==> src/rtl/scan_display.sv <==
// scan_display: multiplexed 7-segment scan driver for the elevator front panel.
// Time-multiplexes up to 16 common-anode digits. Each digit slot lasts
// SCAN_DIV clocks. The first BLANK_CYC clocks of a slot keep all anodes off to
// prevent ghosting. A digit's mode, data, blink and dp inputs are snapshotted
// when its slot starts, so input changes during a slot have no effect on it.
// Ports:
//   clk         - system clock
//   rst_n       - synchronous active-low reset
//   enable      - 0 darkens the panel (counters keep running)
//   digit_mode  - 2 bits per digit: 0 blank, 1 hex, 2 raw, 3 call pattern
//   digit_data  - 8 bits per digit
//   blink_mask  - per-digit blink enable
//   dp_mask     - per-digit decimal point (modes 1..3)
//   seg         - active-low segments, seg[0]=a .. seg[6]=g, seg[7]=dp
//   an          - active-low anodes, at most one low
//   frame_tick  - one-cycle pulse at the start of each scan frame
module scan_display #(
    parameter int NUM_DIGITS = 8,
    parameter int SCAN_DIV   = 100000,
    parameter int BLANK_CYC  = 16,
    parameter int BLINK_DIV  = 64
) (
    input  logic                    clk,
    input  logic                    rst_n,
    input  logic                    enable,
    input  logic [2*NUM_DIGITS-1:0] digit_mode,
    input  logic [8*NUM_DIGITS-1:0] digit_data,
    input  logic [NUM_DIGITS-1:0]   blink_mask,
    input  logic [NUM_DIGITS-1:0]   dp_mask,
    output logic [7:0]              seg,
    output logic [NUM_DIGITS-1:0]   an,
    output logic                    frame_tick
);

    localparam int CNT_W = (SCAN_DIV > 1) ? $clog2(SCAN_DIV) : 1;
    localparam int IDX_W = (NUM_DIGITS > 1) ? $clog2(NUM_DIGITS) : 1;
    localparam int BLK_W = (BLINK_DIV > 1) ? $clog2(BLINK_DIV) : 1;

    localparam logic [CNT_W-1:0] CNT_LAST  = CNT_W'(SCAN_DIV - 1);
    localparam logic [CNT_W-1:0] CNT_BLANK = CNT_W'(BLANK_CYC);
    localparam logic [IDX_W-1:0] IDX_LAST  = IDX_W'(NUM_DIGITS - 1);
    localparam logic [BLK_W-1:0] BLK_LAST  = BLK_W'(BLINK_DIV - 1);

    localparam logic [1:0] MODE_BLANK = 2'd0;
    localparam logic [1:0] MODE_HEX   = 2'd1;
    localparam logic [1:0] MODE_RAW   = 2'd2;
    localparam logic [1:0] MODE_CALL  = 2'd3;

    // Hex digit to active-low a..g segments (dp bit left off).
    function automatic logic [7:0] hex_seg(input logic [3:0] v);
        logic [7:0] r;
        case (v)
            4'h0: r = 8'hC0;
            4'h1: r = 8'hF9;
            4'h2: r = 8'hA4;
            4'h3: r = 8'hB0;
            4'h4: r = 8'h99;
            4'h5: r = 8'h92;
            4'h6: r = 8'h82;
            4'h7: r = 8'hF8;
            4'h8: r = 8'h80;
            4'h9: r = 8'h90;
            4'hA: r = 8'h88;
            4'hB: r = 8'h83;
            4'hC: r = 8'hC6;
            4'hD: r = 8'hA1;
            4'hE: r = 8'h86;
            4'hF: r = 8'h8E;
            default: r = 8'hFF;
        endcase
        return r;
    endfunction

    // Full segment pattern for one digit, including the decimal point.
    function automatic logic [7:0] seg_encode(input logic [1:0] mode,
                                              input logic [7:0] d,
                                              input logic       dp);
        logic [7:0] r;
        case (mode)
            MODE_HEX:  r = hex_seg(d[3:0]);
            MODE_RAW:  r = {1'b1, ~d[6:0]};
            // Call indicator: lower floor uses c/b, upper floor uses e/f.
            MODE_CALL: r = {2'b11, ~d[3], ~d[2], 1'b1, ~d[0], ~d[1], 1'b1};
            default:   r = 8'hFF;
        endcase
        if (mode != MODE_BLANK) begin
            r[7] = ~dp;
        end else begin
            r[7] = 1'b1;
        end
        return r;
    endfunction

    logic [CNT_W-1:0]      cnt_q, cnt_d;
    logic [IDX_W-1:0]      idx_q, idx_d;
    logic [BLK_W-1:0]      blink_cnt_q, blink_cnt_d;
    logic                  blink_phase_q, blink_phase_d;
    logic [1:0]            snap_mode_q, snap_mode_d;
    logic [7:0]            snap_data_q, snap_data_d;
    logic                  snap_blink_q, snap_blink_d;
    logic                  snap_dp_q, snap_dp_d;
    logic [7:0]            seg_q, seg_d;
    logic [NUM_DIGITS-1:0] an_q, an_d;
    logic                  frame_tick_q, frame_tick_d;

    logic [1:0] mode_arr_s [NUM_DIGITS];
    logic [7:0] data_arr_s [NUM_DIGITS];

    genvar g;
    generate
        for (g = 0; g < NUM_DIGITS; g++) begin : g_slice
            assign mode_arr_s[g] = digit_mode[2*g +: 2];
            assign data_arr_s[g] = digit_data[8*g +: 8];
        end
    endgenerate

    logic                  cnt_wrap_s, idx_wrap_s, slot_start_s, lit_s;
    logic [1:0]            eff_mode_s;
    logic [7:0]            eff_data_s;
    logic                  eff_blink_s, eff_dp_s;
    logic [NUM_DIGITS-1:0] onehot_s;

    // Next-state for counters, snapshot and registered outputs.
    always_comb begin
        cnt_wrap_s   = (cnt_q == CNT_LAST);
        idx_wrap_s   = (idx_q == IDX_LAST);
        slot_start_s = (cnt_q == {CNT_W{1'b0}});

        cnt_d         = cnt_wrap_s ? {CNT_W{1'b0}} : cnt_q + CNT_W'(1);
        idx_d         = idx_q;
        blink_cnt_d   = blink_cnt_q;
        blink_phase_d = blink_phase_q;
        if (cnt_wrap_s) begin
            idx_d = idx_wrap_s ? {IDX_W{1'b0}} : idx_q + IDX_W'(1);
            if (idx_wrap_s) begin
                if (blink_cnt_q == BLK_LAST) begin
                    blink_cnt_d   = {BLK_W{1'b0}};
                    blink_phase_d = ~blink_phase_q;
                end else begin
                    blink_cnt_d = blink_cnt_q + BLK_W'(1);
                end
            end else begin
                blink_cnt_d = blink_cnt_q;
            end
        end else begin
            idx_d = idx_q;
        end

        // In the capture cycle the output path sees the value being captured,
        // so the slot never shows the previous digit's snapshot.
        if (slot_start_s) begin
            eff_mode_s  = mode_arr_s[idx_q];
            eff_data_s  = data_arr_s[idx_q];
            eff_blink_s = blink_mask[idx_q];
            eff_dp_s    = dp_mask[idx_q];
        end else begin
            eff_mode_s  = snap_mode_q;
            eff_data_s  = snap_data_q;
            eff_blink_s = snap_blink_q;
            eff_dp_s    = snap_dp_q;
        end
        snap_mode_d  = eff_mode_s;
        snap_data_d  = eff_data_s;
        snap_blink_d = eff_blink_s;
        snap_dp_d    = eff_dp_s;

        lit_s = enable && (cnt_q >= CNT_BLANK) && (eff_mode_s != MODE_BLANK)
                && !(blink_phase_q && eff_blink_s);
        onehot_s = NUM_DIGITS'(1) << idx_q;

        if (lit_s) begin
            an_d  = ~onehot_s;
            seg_d = seg_encode(eff_mode_s, eff_data_s, eff_dp_s);
        end else begin
            an_d  = {NUM_DIGITS{1'b1}};
            seg_d = 8'hFF;
        end
        frame_tick_d = slot_start_s && (idx_q == {IDX_W{1'b0}});
    end

    // State and output registers with synchronous reset.
    always_ff @(posedge clk) begin
        if (!rst_n) begin
            cnt_q         <= {CNT_W{1'b0}};
            idx_q         <= {IDX_W{1'b0}};
            blink_cnt_q   <= {BLK_W{1'b0}};
            blink_phase_q <= 1'b0;
            snap_mode_q   <= MODE_BLANK;
            snap_data_q   <= 8'h00;
            snap_blink_q  <= 1'b0;
            snap_dp_q     <= 1'b0;
            seg_q         <= 8'hFF;
            an_q          <= {NUM_DIGITS{1'b1}};
            frame_tick_q  <= 1'b0;
        end else begin
            cnt_q         <= cnt_d;
            idx_q         <= idx_d;
            blink_cnt_q   <= blink_cnt_d;
            blink_phase_q <= blink_phase_d;
            snap_mode_q   <= snap_mode_d;
            snap_data_q   <= snap_data_d;
            snap_blink_q  <= snap_blink_d;
            snap_dp_q     <= snap_dp_d;
            seg_q         <= seg_d;
            an_q          <= an_d;
            frame_tick_q  <= frame_tick_d;
        end
    end

    assign seg        = seg_q;
    assign an         = an_q;
    assign frame_tick = frame_tick_q;

endmodule

==> config.mk <==
export PLATFORM = sky130hd
export DESIGN_NAME = scan_display
export DESIGN_NICKNAME = d
export VERILOG_FILES = /design/src/rtl/scan_display.sv
export SDC_FILE = /design/constraint.sdc
export NUM_CORES = 1
export LEC_CHECK = 0
export CORE_AREA = 8 8 122 79
export CTS_CLUSTER_SIZE = 25
export DETAILED_ROUTE_END_ITERATION = 12
export DIE_AREA = 0 0 130 87
export PLACE_DENSITY = 0.81
export SLEW_MARGIN = 20
export SYNTH_ARGS = -nofsm -noshare
export SYNTH_HDL_FRONTEND = slang
export SYNTH_SLANG_ARGS = --single-unit
==> constraint.sdc <==
create_clock -name clk -period 3.5 [get_ports clk]
set_input_delay 0.875 -clock clk [delete_from_list [all_inputs] [get_ports clk]]
set_output_delay 0.875 -clock clk [all_outputs]
set_load 0.01 [all_outputs]
* After elaboration in Yosys (flattened, before gate mapping)
Memories as Yosys holds them, arrays and structs flattened.
Index checks and enable logic that the tools add are counted.
** Word-level totals
- Register bits :: 55
- Memory bits (read-only) :: 112
- Bits in latches :: 0
- Memories kept :: 1
- Input bits :: 99
- RAM bits :: 0
** Memory list
- (no name shown) :: words 16, width 7, read ports 1, clocked after Yosys merged registers in 0, write ports 0, line 52 : case (v)
** Cells by class
- Muxes and demuxes :: 17
- Order comparisons :: 3
- Div/mod/pow operators :: 0
- Add/subtract/negate cells :: 3
- Reductions and logical operators :: 14
- Shift-type cells :: 1
- Bitwise operators :: 10
- Eq/ne operators :: 6
- $mul :: 0
** Operator list (count)
- binary-select mux 8 bit (select 3 bit) :: 1
- two-way mux 7 bit :: 3
- case mux 7 bit (3 select lines) :: 1
- adder 17 x 1 -> 17 bit, second input constant :: 1
- equality test 17 bit, second input constant :: 1
- greater-or-equal comparator 17 x 5 -> 1 bit, second input constant :: 1
- zero test 17 bit :: 1
- inverter 8 bit :: 1
- left shift 1 x 3 -> 8 bit, first input constant :: 1
- inverter 1 bit :: 7
- inverter 7 bit :: 1
- adder 6 x 1 -> 6 bit, second input constant :: 1
- binary-select mux 1 bit (select 3 bit) :: 2
- binary-select mux 2 bit (select 3 bit) :: 1
- equality test 6 bit, second input constant :: 1
- two-way mux 2 bit :: 3
- two-way mux 6 bit :: 1
- AND reduction 3 bit :: 2
- logical AND 1 bit :: 5
- equality test 2 bit, second input constant :: 2
- greater-or-equal comparator 4 bit, second input constant :: 1
- less-than comparator 3 x 4 -> 1 bit, second input constant :: 1
- two-way mux 1 bit :: 4
- inverter 3 -> 4 bit :: 1
- other kinds (9) :: 10

* Depth between registers and ports, before layout
Gate-level depths: netlist (run 1).
- Depth in word-level cells :: 9
- Depth in mapped cells :: 15

* Worst setup path after synthesis (run 1)
OpenSTA, ideal clock, no wires.
- Path type :: input-to-reg
- Start point :: input port digit_data[25]
- End point :: register seg_q[1], in the netlist seg[1]
- Cell stages on the path :: 11
- Setup slack :: 0.371 ns
- Arrival :: 2.997 ns
- Path buffers :: 0
- Data required time :: 3.368 ns
- Cell sequence :: mux4_2 -> and2_1 -> a2111oi_1 -> or2_2 -> inv_1 -> ha_1 -> nor2b_1 -> o22ai_1 -> and3_1 -> o221a_2 -> o21ai_1
** Between the ends
- Word-level cells in the longest chain between the ends :: 6
- Elaborated cells between the ends (all ways) :: 8
- Classes of those cells :: mux: 5; bitwise: 2; memory: 1
** RTL lines
- start: declaration :: line 27 : input logic [8*NUM_DIGITS-1:0] digit_data,
- binary-select mux 8 bit (select 3 bit) * :: line 153 : eff_data_s = data_arr_s[idx_q];
- two-way mux 7 bit (implied by the code) * (2 in a row) :: line 153
- two-way mux 7 bit * :: line 151 : if (slot_start_s) begin
- via eff_data_s[1] :: line 119 : logic [7:0] eff_data_s;
- memory read (16 x 7 bit) (tied with other cells)
- case mux 7 bit (3 select lines) * :: line 79 : case (mode)
- end signal: assignment :: line 204 : seg_q <= seg_d;
- end: declaration :: line 102 : logic [7:0] seg_q, seg_d;
Mark *: on every way through the listed nets, which the timed path passes. The rest lies on a longest branch. The select of a mux whose other input is x is not followed.
A chain may end at the register's enable or synchronous reset.

* Worst setup path in the final report (run 1)
- Start point :: input port digit_data[1]
- End point :: register seg_q[1], in the netlist seg[1]
** Between the ends
- Word-level cells in the longest chain between the ends :: 6
- Elaborated cells between the ends (all ways) :: 8
- Classes of those cells :: mux: 5; bitwise: 2; memory: 1
** RTL lines (line)
- binary-select mux 8 bit (select 3 bit) * :: 153
- two-way mux 7 bit (implied by the code) * (2 in a row) :: 153
- two-way mux 7 bit * :: 151
- memory read (16 x 7 bit) (tied with other cells)
- case mux 7 bit (3 select lines) * :: 79
Every way passes the cells marked *; elsewhere a longest branch is shown, timed or not. The select of a mux whose other input is x is not followed.

==> results.txt, run 1 <==
- After detailed routing, the number of vias per cell comes to 5.46.
* Vias in the first global route: 3267
- Wire length the detailed router placed on met1: 4650 um
* Final number of max-transition violations: 0
- In this run, synthesis produced a sequential element count of 55.
* Warnings, synthesis: 0
- Along the worst path, the maximum fanout reaches 6.
- I/O pin count: 116
* DR iter-0 viols: 273
- Setup repair after global routing left no endpoint under its margin.
* Share of synthesized cell area in and, or, nand and nor gates: 23.7%
* Count of nets after finishing: 589
* Die area: 11300 um2
- Root Buffer Master: clkbuf_16
- Cells with a size suffix above 1 make up 14.5% of the layout.
- The clock tree synthesis step divided the H-tree into 2 levels.
- The placed instances occupy a cell area of 4690 um2.
- The number of buffers and inverters on the critical path is 2.
* Area occupied by multi-input gates: 2190 um2
- Setup total negative slack on the finished layout was measured at 0 ps.
- Depth of the critical timing path with buffers and inverters included: 11
- The repair_antennas step left the layout with diodes totalling 0.
* Design Power: 0.00161 W
- Final design instance area without fill: 4860 um2
* Synth Area per Inst: 9.60 um2
- Synth async-reset ratio: 0%
- Summing every instance area after synthesis gives 3400 um2.
- Ranked by total cell area, the synthesized netlist is headed by dfxtp_1, mux4_2, ha_1, nand2_1, nor2_1.
- The clock reaches the later pin of the worst-skew pair after 300 ps.
- Entering global routing, the biggest net connects 23 pins.
- Worst-path cell chain: clkdlybuf4s50_1, mux4_2, and2_1, a2111oi_4, or2_2, buf_4, ha_1, or4_1, and3_1, o221a_2, o21ai_1
- Cell area power density: 332 nW/um2
* Die boundary height: 87 um
- The netlist uses 61 different library cells.
- Hold-fix buffer count after cts: 0
- The floorplan has 26 rows.
- Counting every net in the synthesized netlist gives 469.
* Initial core utilization: 42.3%
- Wire segments on met2 add up to 4490 um in the final route.
* Worst Tran Pin Value: 608 ps
- Counting along the longest clock path gives a buffer depth of 2.
- Clock-pin slew was measured on the worst setup and hold paths at 70 ps.
* Fin crit share: 95.6%
- From synthesis to final layout, the design area changed by 43.1%.
- Number of buffers added on ports: 107
* Total DRC errors in the routed layout: 0
* Number of hold-slack violations in the final timing report: 0
- Summing the areas of all fa, ha and maj instances in the mapped netlist gives 5.89% of the synthesized area.
- In this run the static leakage power is 1.81 nW.
- Along the worst hold path, the cell count comes to 1.
* TritonCTS buffer count: 5
- Final Critical Period: 3340 ps
- Headroom to the max-slew limit came out at 59.0%.
- TritonCTS built the clock tree.
- Max-cap violations in this run came to 0.
- Routed vias: 3205
- Across every metal layer, demand over resource in global routing totals 18.8%.
- Path depth of the worst reg2reg path: 10
- Number of fillers in the final layout: 645
* Critical path arrival: 3570 ps
- For this run, the slowest stage of the critical path takes 500 ps.
- Total core area: 8040 um2
- Per-cell routed wire length: 17.5 um
* Final-layout worst hold slack: 496 ps
- After synthesis, the largest family of logic cells by area is simple AND/OR/NAND/NOR gates.
- Wire segments on met3 add up to 1040 um in the final route.
- Gp weighted congestion: 0.925
* First-pass GRT wire length: 16700 um
* Startpoint type of the worst setup path: input pin
* Number of sinks on the clock net: 55
- Area fraction in compound gates after synthesis: 11.9%
- The run finished with clean final reports.
- The critical path in this run is classified as in2reg.
* Hold crit path type: reg2reg
* Number of instances in the synthesized netlist: 354
- Of the total synthesized cell area, the portion taken by XOR and XNOR cells is 5.16%.
- Cell with the biggest individual delay on the critical path: or4_1
- Fraction of synthesized area in multiplexers: 17.4%
- Die Width: 130 um
* Sequential share of the synthesized area: 32.4%
* Maximum vdd ir drop: 0.207 mV
* Total congestion overflow after global routing: 0
- The pre-antenna-repair detailed-routing pass consisted of 4 iterations.
- Initial antenna violation count: 0
* Post-synthesis cell type with the largest combined area: dfxtp_1
- Endpoints failing setup: 0
- Counting tap cells, the placed design contains a total of 579 instances.
- Dominant synthesized flop cell: dfxtp_1
- Excluding fillers, the count of instances in the completed layout stands at 587.
- DPL Wire Length: 8320 um
* Highest routed metal layer: met4
- STA classifies the critical path endpoint as a register.
- Data required, critical path: 3730 ps
* Routed wire length: 10300 um
- The synthesized design contains 0 enable-type register cells.
- In this run the biggest area consumer among cell types represents 32.4% of the synthesized area.
- Registers take 1100 um2.
- Static timing analysis puts the maximum clock frequency at 0.299 GHz.
* Category of cells accounting for the largest share of critical-path delay: simple AND/OR/NAND/NOR gates
- In this run the remaining antenna-violating nets after routing total 0.
- Setup clock skew after layout: 10.5 ps
worst paths after layout:
path	from	endpoint	slack, ps
min	snap_dp_q	seg[7]	500
max	digit_data[1]	seg[1]	160
max reg2reg	cnt_q[7]	seg[1]	490
min reg2reg	snap_dp_q	seg[7]	500
through the flow:
stage	utilization, %	worst slack, ps
finish	60.5	155
global route	60.5	18.4
CTS	60.3	76.7
detailed placement	58.4	-217
global placement	58.4	-147
floorplan	-	371
layout by cell type (no fill, tap or decap), drive strengths merged, types with 12 or more instances in the layout:
| master | netlist | layout |
|---|---|---|
| nand3 | 19 | 19 |
| o21ai | 12 | 12 |
| dfxtp | 55 | 55 |
| clkdlybuf4s50 | 0 | 107 |
| nor2 | 32 | 32 |
| nand4 | 12 | 12 |
| buf | 9 | 22 |
| ha | 16 | 16 |
| mux4 | 22 | 22 |
| nand2 | 34 | 34 |
synthesized netlist by cell type, drive strengths merged, types with 2 or more instances:
master  count
dfxtp      55
nand2      34
nor2       32
mux4       22
nand3      19
ha         16
nand4      12
o21ai      12
nor2b      11
xor2       11
and3       10
a21oi       9
and2        9
buf         9
nor3        9
xnor2       9
inv         8
clkbuf      7
nor4        5
mux2i       4
o211ai      4
or3         4
a211oi      3
a21o        3
o211a       3
a21boi      2
a311oi      2
a31oi       2
and4        2
clkinv      2
mux2        2
nand2b      2
o32ai       2
or2         2
timing repair:
action                     in CTS  in global routing
resized for setup               0                  2
setup endpoints to repair       0                  6
buffers inserted                0                  0
cell families (layout without fill, tap and decap cells):
logic type,Yosys count,in the layout
buffers and inverters,26,147
AOI/OAI and AO/OA,56,56
adders and majority gates,16,16
and+or+nand+nor,153,153
muxes,28,28
xor gates and xnor gates,20,20
DFF,55,55
per-layer routing:
metal,GRT usage [%],vias up
met5,0,-
li1,-,1551
met3,7.09,8
met2,28.4,138
met4,3.98,0
met1,24.8,1508
state kept, by name, indices dropped and copies added, names as in the netlist:
register and cells:
snap_mode_q 2, idx_q 3, an 8, snap_data_q 7, blink_phase_q 1, blink_cnt_q 6
cnt_q 17, frame_tick 1, snap_blink_q 1, seg 8, snap_dp_q 1
layout make-up:
cell class | count | area share, %
Sequential cell | 55 | 22.7
Clock buffer | 5 | 2.57
Timing Repair Buffer | 129 | 25.4
Multi-Input combinational cell | 273 | 45.1
Clock inverter | 3 | 0.566
Inverter | 10 | 0.772
Tap cell | 112 | 2.88
power breakdown:
| group | switching (W) | leakage [nW] | total (W) | internal [W] |
|---|---|---|---|---|
| clock | 0.000244 | 0.0719 | 0.000516 | 0.000272 |
| sequential | 0.0000134 | 0.447 | 0.000658 | 0.000645 |
| combinational | 0.000205 | 1.29 | 0.000438 | 0.000233 |
No activity file was read; power rests on OpenSTA's default activity.
==> run 2: changes to the inputs <==
--- a/config.mk
+++ b/config.mk
@@ -5,11 +5,12 @@
 export SDC_FILE = /design/constraint.sdc
 export NUM_CORES = 1
 export LEC_CHECK = 0
-export CORE_AREA = 8 8 122 79
+export ABC_AREA = 1
+export CORE_AREA = 8 8 127 82
 export CTS_CLUSTER_SIZE = 25
 export DETAILED_ROUTE_END_ITERATION = 12
-export DIE_AREA = 0 0 130 87
-export PLACE_DENSITY = 0.81
+export DIE_AREA = 0 0 135 90
+export PLACE_DENSITY = 0.8
 export SLEW_MARGIN = 20
 export SYNTH_ARGS = -nofsm -noshare
 export SYNTH_HDL_FRONTEND = slang
==> results.txt, run 2 <==
* Signed area change from the synthesized netlist to the final layout: 32.8%
* Cell variety after synth: 34 (-44%)
- The average via count per standard cell is 4.94 (-9.6%).
- The slowest stage of the critical path is the clkdlybuf4s50_1 cell.
* Commonest non-fill, non-tap cell in the layout: nand2_1
* DPL Wire Length: 8500 um (+2.2%)
* Psw: 0.000423 W (-8.4%)
* Per-cell routed wire length: 13.6 um (-22%)
- The number of detailed-route iterations in the first pass is 5 (+1).
* Max Fclk: 0.364 GHz (+22%)
- Ranked by flip-flop count, first place goes to cnt_q.
- In this run the worst hold path is classified as reg2reg.
- Critical Path Sink Type: register
* Final sum of negative setup slack: 0 ps (unchanged)
* Die area: 12200 um2 (+7.4%)
* Critical path buffer and inverter count: 2 (unchanged)
- Maximum vdd ir drop: 0.244 mV (+18%)
* Vias in the first global route: 3895 (+19%)
- The tree is rooted in a clkbuf_16.
- Gp weighted congestion: 0.947 (+2.3%)
- TritonCTS buffer count: 5 (unchanged)
- Cell mode on critical path: nand2_1
- The clock net sink count is 55 (unchanged).
- Critical path arrival: 2920 ps (-650 ps)
- The largest driver fanout on the critical path came to 6 (unchanged).
* Share of synthesized cell area in and, or, nand and nor gates: 41.8% (+18 points)
- The final cell utilization of the core was 57.0% (-3.4 points).
- The area of the core came to 8720 um2 (+8.5%).
- The number of flip-flops under the largest register name is 17 (unchanged).
* Leading cell type by number of instances after synthesis: nand2_1
- The pin count of the biggest net entering global routing came to 37 (+61%).
- The proportion of power drawn by combinational gates is 22.6% (-4.6 points).
- The total setup buffers inserted after CTS came to 0 (unchanged).
- The portion of netlist area occupied by mux cells came to 0% (-17 points).
- Number of cell rows: 27 (+3.8%)
* Fraction of final layout cells sized beyond drive strength 1: 6.13% (-8.4 points)
* Synth async-reset ratio: 0% (unchanged)
* Worst-path cell chain: clkdlybuf4s50_1, nor2_1, nor2_1, o21ai_0, nand2_1, nand2_1, nand2_1, nand2_1, nand2_1, inv_1, ha_1, nand3_1, nand3_1, nand2_1, nand2_1, nand2_1, nand2_1
* Latest clock arrival within the worst-skew pair: 290 ps (about the same)
* Warnings, synthesis: 0 (unchanged)
- Ranked by instance count, the synthesized netlist is headed by nand2_1, nor2_1, inv_1, dfxtp_1, nand3_1.
* Post-synthesis adder-cell area fraction: 5.35% (-0.55 points)
* Count of nets after finishing: 816 (+39%)
* Share of power burned in registers: 43.1% (+2.3 points)
- Ant. Diodes: 0 (unchanged)
- Die boundary height: 90 um (+3.4%)
- Final Critical Period: 2750 ps (-594 ps)
* Post-synthesis cell type with the largest combined area: dfxtp_1
* Data required, critical path: 3670 ps (-60 ps)
- Synth Area per Inst: 6.20 um2 (-35%)
- Worst rel slew slack: 61.8% (+2.8 points)
- Cell area power density: 302 nW/um2 (-8.9%)
- Die Width: 135 um (+3.8%)
- In the layout the commonest cells are nand2_1, clkdlybuf4s50_1, nor2_1, inv_1, dfxtp_1.
- CTS Buffer Depth: 2 (unchanged)
- The clock edge transition at the registers on the reported setup and hold paths came to 80 ps (about the same).
* Final number of max-transition violations: 0 (unchanged)
- Proportion of total power due to net switching: 28.2% (-0.49 points)
- The final cycle utilization of the critical path is 78.6% (-17 points).
- Leakage: 2.22 nW (+22%)
* I/O pin count: 116 (unchanged)
- The total of hold buffers inserted after clock tree synthesis is 0 (unchanged).
- Grouping stages by cell kind, the critical path spends the most delay in simple AND/OR/NAND/NOR gates.
- By area, the combinational part of the netlist is dominated by simple AND/OR/NAND/NOR gates.
- Number of hold-slack violations in the final timing report: 0 (unchanged)
* Total DRC errors in the routed layout: 0 (unchanged)
- The number of cells upsized or downsized after cts came to 0 (unchanged).
* Number of instances in the synthesized netlist: 604 (+71%)
* Register bit count reported by yosys: 55 (unchanged)
- The via count of the routed design is 4037 (+26%).
- Setup Crit Path Kind: in2reg
* Synth top area cells: dfxtp_1, nand2_1, nor2_1, inv_1, nand3_1
- The flow ran to the end, and the final reports show no timing, DRC or antenna violations.
* Area fraction in compound gates after synthesis: 9.05% (-2.8 points)
* Setup clock skew after layout: 8.36 ps (-2.14 ps)
- DR iter-0 viols: 332 (+22%)
- The aggregate global routing overflow is 0 (unchanged).
* Initial antenna violation count: 0 (unchanged)
- TritonCTS clock tree: done
* Routed wire length: 11100 um (+8.1%)
- First-pass GRT wire length: 18600 um (+11%)
- Dominant synthesized flop cell: dfxtp_1
- The post-detailed-route count of antenna-violating nets came to 0 (unchanged).
* Top cell type's share of synthesized area: 29.4% (-3.0 points)
- The effective utilization at floorplan was 43.0% (+0.69 points).
- # H-tree levels: 2 (unchanged)
- The slew at the pin with the worst max-slew slack is 572 ps (-36.6 ps).
* Overall Global Routing Usage: 18.1% (-0.66 points)
- Internal power consumption: 0.00108 W (-6.2%)
* Number of buffers added on ports: 107 (unchanged)
* Placed Area: 4820 um2 (+2.8%)
- Number of synthesized flops with an enable pin: 0 (unchanged)
- Setup repair after global routing missed its margin: false
- Sequential share of the synthesized area: 29.4% (-3.0 points)
* Clock network power share: 34.2% (+2.2 points)
- Net count after synthesis: 719 (+53%)
- The number of max-capacitance violations reported is 0 (unchanged).
- The area share of xor/xnor cells in the synthesized design is 1.87% (-3.3 points).
* Endpoints failing setup: 0 (unchanged)
- Startpoint type of the worst setup path: input pin
- Max incr delay on CP: 470 ps (-30 ps)
- The summed area of non-filler cells in the final layout is 4970 um2 (+2.3%).
* Combined area of all synthesized cells: 3740 um2 (+10%)
[run 2: per-layer routing]
layer | track usage (%) | vias up | wire length [um]
li1 | - | 2080 | -
met1 | 24.4 | 1808 | 5250
met2 | 29.4 | 141 | 4890
met3 | 3.89 | 8 | 920
met4 | 2.76 | 0 | 61
met5 | 0 | - | 0
[run 2: cells by family after synthesis]
family	Yosys count
adder cells (fa/ha/maj)	16
AND/OR/NAND/NOR	362
buffers and inverters	98
AO/OA/AOI/OAI	65
flip-flops	55
XOR/XNOR	8
[run 2: worst paths after layout]
path	slack [ps]	endpoint	start	cells after the start
max	750	seg[3]	digit_data[16]	17
min	480	snap_data_q[6]	snap_data_q[6]	2
max reg2reg	820	seg[3]	idx_q[1]	16
min reg2reg	480	snap_data_q[6]	snap_data_q[6]	2
[run 2: layout make-up]
type                    instances  area (um2)
fillers                       824        3740
clock inverters                 3        27.5
multi-input cells             451        2170
repair buffers                113        1120
clock buffers                   5         125
flip-flops and latches         55        1100
inverters                      75         284
well taps                     116         145
[run 2: worst reg2reg max path, stage by stage (launching register included)]
cell and delay (ps):
dfxtp_1 590, inv_2 350, nor2_1 190, o21ai_0 90
nand2_1 110, nand2_1 60, nand2_1 50, nand2_1 40
nand2_1 200, inv_1 170, ha_1 230, nand3_1 110
nand3_1 120, nand2_1 90, nand2_1 50, nand2_1 60
nand2_1 50
[run 2: power by group through the flow]
stage	combinational, W	clock (W)	sequential, W
5_1_grt	0.000382	0.000550	0.000650
6_report	0.000340	0.000514	0.000648
4_1_cts	0.000338	0.000521	0.000648
3_3_place_gp	0.000330	0	0.000662
3_5_place_dp	0.000336	0	0.000662
2_1_floorplan	0.000195	0	0.000662
[run 2: through the flow]
stage / cells / hold WS [ps] / setup WS, ps / power [W]
finish: 818 / 481 / 750 / 0.00150
detailed placement: 810 / 470 / 464 / 0.000998
floorplan: 604 / 441 / 1280 / 0.000856
CTS: 818 / 480 / 770 / 0.00151
global placement: 810 / 454 / 486 / 0.000991
global route: 818 / 505 / 550 / 0.00158
